### src/rtl/pulse_extender_pkg.sv
// Shared types and default sizing for the multi-channel pulse extender.
package pulse_extender_pkg;

    localparam int PE_STATE_W          = 2;
    localparam int PE_DEFAULT_CHANNELS = 8;
    localparam int PE_DEFAULT_CNT_W    = 8;

    typedef enum logic [PE_STATE_W-1:0] {
        PE_IDLE    = 2'd0,
        PE_ACTIVE  = 2'd1,
        PE_HOLDOFF = 2'd2
    } pe_state_t;

endpackage

### src/rtl/pulse_extender_chan.sv
// One channel: edge detect, IDLE/ACTIVE/HOLDOFF FSM, saturating counter and sticky miss flag.
module pulse_extender_chan
    import pulse_extender_pkg::*;
#(
    parameter int CNT_W = PE_DEFAULT_CNT_W
) (
    input  logic             clk_i,
    input  logic             rst_i,
    input  logic [CNT_W-1:0] cfg_len_i,
    input  logic [CNT_W-1:0] cfg_holdoff_i,
    input  logic             cfg_retrig_i,
    input  logic             clr_missed_i,
    input  logic             d_i,
    output logic             q_o,
    output logic             busy_o,
    output logic             missed_o
);

    pe_state_t        state_q, state_d;
    logic [CNT_W-1:0] cnt_q, cnt_d;
    logic [CNT_W-1:0] len_eff, cnt_inc;
    logic             d_prev_q;
    logic             rise;
    logic             miss_set;
    logic             q_q, q_d;
    logic             busy_q, busy_d;
    logic             missed_q, missed_d;

    // A zero length still yields a single-cycle pulse; the counter sticks at all-ones so long lengths never wrap.
    always_comb begin
        rise    = d_i & ~d_prev_q;
        len_eff = (cfg_len_i == '0) ? CNT_W'(1) : cfg_len_i;
        cnt_inc = (&cnt_q) ? cnt_q : cnt_q + CNT_W'(1);
    end

    always_ff @(posedge clk_i) begin
        if (rst_i) begin
            state_q  <= PE_IDLE;
            cnt_q    <= '0;
            d_prev_q <= 1'b0;
            q_q      <= 1'b0;
            busy_q   <= 1'b0;
            missed_q <= 1'b0;
        end else begin
            state_q  <= state_d;
            cnt_q    <= cnt_d;
            d_prev_q <= d_i;
            q_q      <= q_d;
            busy_q   <= busy_d;
            missed_q <= missed_d;
        end
    end

    always_comb begin
        state_d  = state_q;
        cnt_d    = cnt_q;
        miss_set = 1'b0;
        case (state_q)
            PE_IDLE: begin
                if (rise) begin
                    state_d = PE_ACTIVE;
                    cnt_d   = CNT_W'(1);
                end
            end
            PE_ACTIVE: begin
                cnt_d = cnt_inc;
                if (rise) begin
                    if (cfg_retrig_i) begin
                        cnt_d = CNT_W'(1);
                    end else begin
                        miss_set = 1'b1;
                    end
                // Exit needs d low, so a live config change can never cut a pulse shorter than d itself.
                end else if (!d_i && (cnt_q >= len_eff)) begin
                    if (cfg_holdoff_i == '0) begin
                        state_d = PE_IDLE;
                        cnt_d   = '0;
                    end else begin
                        state_d = PE_HOLDOFF;
                        cnt_d   = CNT_W'(1);
                    end
                end
            end
            PE_HOLDOFF: begin
                cnt_d = cnt_inc;
                if (rise) begin
                    miss_set = 1'b1;
                end
                if (cnt_q >= cfg_holdoff_i) begin
                    state_d = PE_IDLE;
                    cnt_d   = '0;
                end
            end
            default: begin
                state_d = PE_IDLE;
                cnt_d   = '0;
            end
        endcase
    end

    // A new miss outranks a clear arriving in the same cycle.
    always_comb begin
        q_d      = (state_d == PE_ACTIVE);
        busy_d   = (state_d != PE_IDLE);
        missed_d = miss_set | (missed_q & ~clr_missed_i);
    end

    assign q_o      = q_q;
    assign busy_o   = busy_q;
    assign missed_o = missed_q;

endmodule

### src/rtl/pulse_extender_mc.sv
// Multi-channel pulse extender: fans shared config out to independent per-channel instances.
module pulse_extender_mc
    import pulse_extender_pkg::*;
#(
    parameter int CHANNELS = PE_DEFAULT_CHANNELS,
    parameter int CNT_W    = PE_DEFAULT_CNT_W
) (
    input  logic                clk_i,
    input  logic                rst_i,
    input  logic [CNT_W-1:0]    cfg_len_i,
    input  logic [CNT_W-1:0]    cfg_holdoff_i,
    input  logic [CHANNELS-1:0] cfg_retrig_i,
    input  logic [CHANNELS-1:0] clr_missed_i,
    input  logic [CHANNELS-1:0] d_i,
    output logic [CHANNELS-1:0] q_o,
    output logic [CHANNELS-1:0] busy_o,
    output logic [CHANNELS-1:0] missed_o
);

    for (genvar i = 0; i < CHANNELS; i++) begin : g_chan
        pulse_extender_chan #(
            .CNT_W(CNT_W)
        ) u_chan (
            .clk_i        (clk_i),
            .rst_i        (rst_i),
            .cfg_len_i    (cfg_len_i),
            .cfg_holdoff_i(cfg_holdoff_i),
            .cfg_retrig_i (cfg_retrig_i[i]),
            .clr_missed_i (clr_missed_i[i]),
            .d_i          (d_i[i]),
            .q_o          (q_o[i]),
            .busy_o       (busy_o[i]),
            .missed_o     (missed_o[i])
        );
    end

endmodule
### config.mk
export PLATFORM = sky130hd
export DESIGN_NAME = pulse_extender_mc
export DESIGN_NICKNAME = d
export VERILOG_FILES = /design/src/rtl/pulse_extender_pkg.sv /design/src/rtl/pulse_extender_chan.sv /design/src/rtl/pulse_extender_mc.sv
export SDC_FILE = /design/constraint.sdc
export NUM_CORES = 1
export LEC_CHECK = 0
export ABC_AREA = 1
export CAP_MARGIN = 30
export CELL_PAD_IN_SITES_DETAIL_PLACEMENT = 1
export CELL_PAD_IN_SITES_GLOBAL_PLACEMENT = 1
export CORE_MARGIN = 2
export CORE_UTILIZATION = 45
export CTS_CLUSTER_SIZE = 12
export DETAILED_ROUTE_END_ITERATION = 6
export PLACE_DENSITY_LB_ADDON = 0.15
export REMOVE_ABC_BUFFERS = 1
export SLEW_MARGIN = 20
export SYNTH_ARGS = -nofsm -noshare
export SYNTH_HDL_FRONTEND = slang
export SYNTH_HIERARCHICAL = 1
export SYNTH_SLANG_ARGS = --single-unit
### constraint.sdc
create_clock -name clk_i -period 2.9 [get_ports clk_i]
set_clock_uncertainty 0.15 [all_clocks]
set_input_delay 0.58 -clock clk_i [delete_from_list [all_inputs] [get_ports clk_i]]
set_output_delay 0.58 -clock clk_i [all_outputs]
set_load 0.05 [all_outputs]
==> metrics.cfg, run 1 <==
[timing]
worst_slack_ns=0.1522
min_period_over_period=0.9475
timing.hold.ws_ns=0.3151
worstMarginPinSlew_ns=0.6087
period_minus_slack_ns=2.748
fin_setup_tns_ns=0
finalSetupViolCount=0
fmax_mhz=363.9
slew_headroom=0.5938
hold_viol_final=0
drv_slew=0

[cells_and_area]
nets=1882
n_antenna_cell=0
drive_gt1_frac=0.1324
multi_input_area_mm2=0.007307
regArea_mm2=0.002242
area_growth_pct=20.36
fillCellCount=3114

[min_path]
hp-start=g_chan[5].u_chan/missed_o
hp-class=reg2reg

[floorplanning]
num_io_pins=66
die_h_um=157.3
fp-row-count=56
start_util=0.4544
core_mm2=0.02326
dieWidth_um=157.3
dieArea_mm2=0.02473

[synthesis]
synth.avg_cell_area_um2=6.913
seq_area_frac_synth=0.2121
synthCells=1529
ys_ff_latch=112
yosys_warnings=6
synth_area_leader_cell=dfxtp_1
synth_top_cell_area_share=0.2121
ys_top_cells_by_area=dfxtp_1 (21%), ha_1 (20%), nand2_1 (13%)
synth_commonest_cells=nand2_1 (370), inv_1 (270), ha_1 (168)
async_flop_share=0
synth_area_mm2=0.01057
synth-edff-count=0
ys_types=32
synth_most_common_cell=nand2_1
synth_flop_cell=dfxtp_1

[placed_design]
io_buffers=65
gp_congestion=0.8442
dp_slack_ns=-0.4415
dp_hpwl_um=23480

[critical_path]
reg2reg_from=g_chan[6].u_chan/cnt_q[7]
cpPeakStageDelay_ns=0.51
crit_type=in2reg
critPathRequiredTime_ns=3.03
critPathArrivalTime_ns=2.88
worstPathMaxFanout=13
path_buf_inv=3
slowest_stage=clkdlybuf4s50_1
cp-end-kind=flop
cpLargestDelayFamily=buffers and inverters
start_kind=input pin
critPathLaunch=cfg_len_i[4]
crit_path_frequent_cell=nand2_1
path_cells=clkdlybuf4s50_1, buf_12, nor4_2, a41o_1, ha_1, nand2_1, nand3_1, nand2_1, nand2_1, nand2_1, nand2_1, nand2_2, buf_4, a21oi_1, nand2_1, o21ai_0

[clock_network]
cts_buffers=9
clockBufferDepth=2
clk-insertion-delay-late_ns=0.37
ctsRootBufferMaster=clkbuf_16
cts.htree.levels=3
clock_sink_count=112
ctsHoldBuffers=0
tritoncts=done
clk_pin_slew_ns=0.08

[power_and_ir_drop]
p_per_area_mw_per_mm2=317.0
power_leakage_nw=6.516
total_power_mw=4.033
ir_worst_vdd_mv=0.3128

[routing]
avgRoutedWirePerCell_um=15.81
drt_iter0_drc=396
drc=0
via_per_inst=5.257
ant_nets=0
via_count=10492
first_pass_iters=4
drt-total-wl_um=31560

[grt]
grt_pass1_vias=10739
grt_start_max_net_pins=47
antenna_found_initial=0
grt_usage=0.2546
grt-ovfl-total=0
grt_pass1_wl_um=51420

[flow_run]
cap_violations=0

[run_status]
status=finished clean

logic make-up (layout without fill, tap and decap cells):
group	after synthesis	count (layout)	share of synthesized area
simple gates	710	710	0.3256
buf+inv	287	435	0.1069
compound gates	221	221	0.1308
fa+ha+maj	168	168	0.1989
flops	112	112	0.2121
xor+xnor	31	31	0.02569
worst min-delay path: stages (launching register included):
cell     delay [ns]
dfxtp_1        0.31
nand2_1        0.06
a21oi_1        0.05
placed cells by master, fill, tap and decap left out, drive strengths merged:
cell | synthesis | layout
a21oi | 138 | 138
inv | 279 | 281
nor3 | 8 | 8
clkbuf | 0 | 13
o21ai | 25 | 25
clkinv | 0 | 3
a2bb2oi | 7 | 7
a211oi | 9 | 9
nand3 | 135 | 135
o211ai | 16 | 16
a41o | 8 | 8
nand4 | 38 | 38
dfxtp | 112 | 112
buf | 8 | 74
xnor2 | 15 | 15
clkdlybuf4s50 | 0 | 59
xor2 | 16 | 16
o21bai | 8 | 8
nor4 | 8 | 8
o21a | 9 | 9
and3 | 7 | 7
nor2 | 121 | 121
dlymetal6s2s | 0 | 5
a31oi | 1 | 1
ha | 168 | 168
nand2 | 393 | 393
path summary, 6_finish.rpt:
check | end | slack (ns) | depth (start not counted)
setup / recovery | g_chan[6].u_chan/busy_o | 0.15 | 16
hold / removal | g_chan[5].u_chan/missed_o | 0.32 | 2
setup reg to reg | g_chan[6].u_chan/busy_o | 0.72 | 9
hold reg to reg | g_chan[5].u_chan/missed_o | 0.32 | 2
report_power, final:
part	switching (mW)	internal, mW
logic	0.690	0.413
registers	0.0438	1.59
clock network	0.650	0.641
state kept, by name (all words and copies together) (netlist names):
signal and flops:
g_chan.u_chan/state_q 16, g_chan.u_chan/missed_o 8, g_chan.u_chan/d_prev_q 8, g_chan.u_chan/q_o 8, g_chan.u_chan/cnt_q 64, g_chan.u_chan/busy_o 8
routing by layer:
layer	global-route usage	wire, µm
met1	0.3150	14390
met2	0.4720	16110
met3	0.02478	570
met4	0.06147	491
met5	0	0
stage by stage:
stage               instances  utilization  cell area, µm²
detailed placement       1975       0.5260           12240
floorplan                1521            -           10490
global placement         1975       0.5260           12240
CTS                      1991       0.5386           12530
global route             1996       0.5469           12720
finish                   1996       0.5469           12720
area by class of cell:
cell class              instances  share of cell area
well taps                     319             0.03137
flip-flops and latches        112              0.1762
multi-input cells            1130              0.5744
repair buffers                140              0.1128
clock inverters                 5            0.003049
inverters                     279             0.08232
clock buffers                  11             0.01987
repair_timing:
item | CTS | global route
setup buffers | 0 | 2
gates resized for setup | 1 | 32
gates cloned | 0 | 3
endpoints found under the setup margin | 3 | 74
pin swaps | 0 | 7
Power figures use the tool's default switching activity.
==> run 2: changes to the inputs <==
CTS_CLUSTER_SIZE = 16   (was 12)
==> results of run 2 <==
Same layout as run 1: the final DEF is identical, and so are final timing and power.
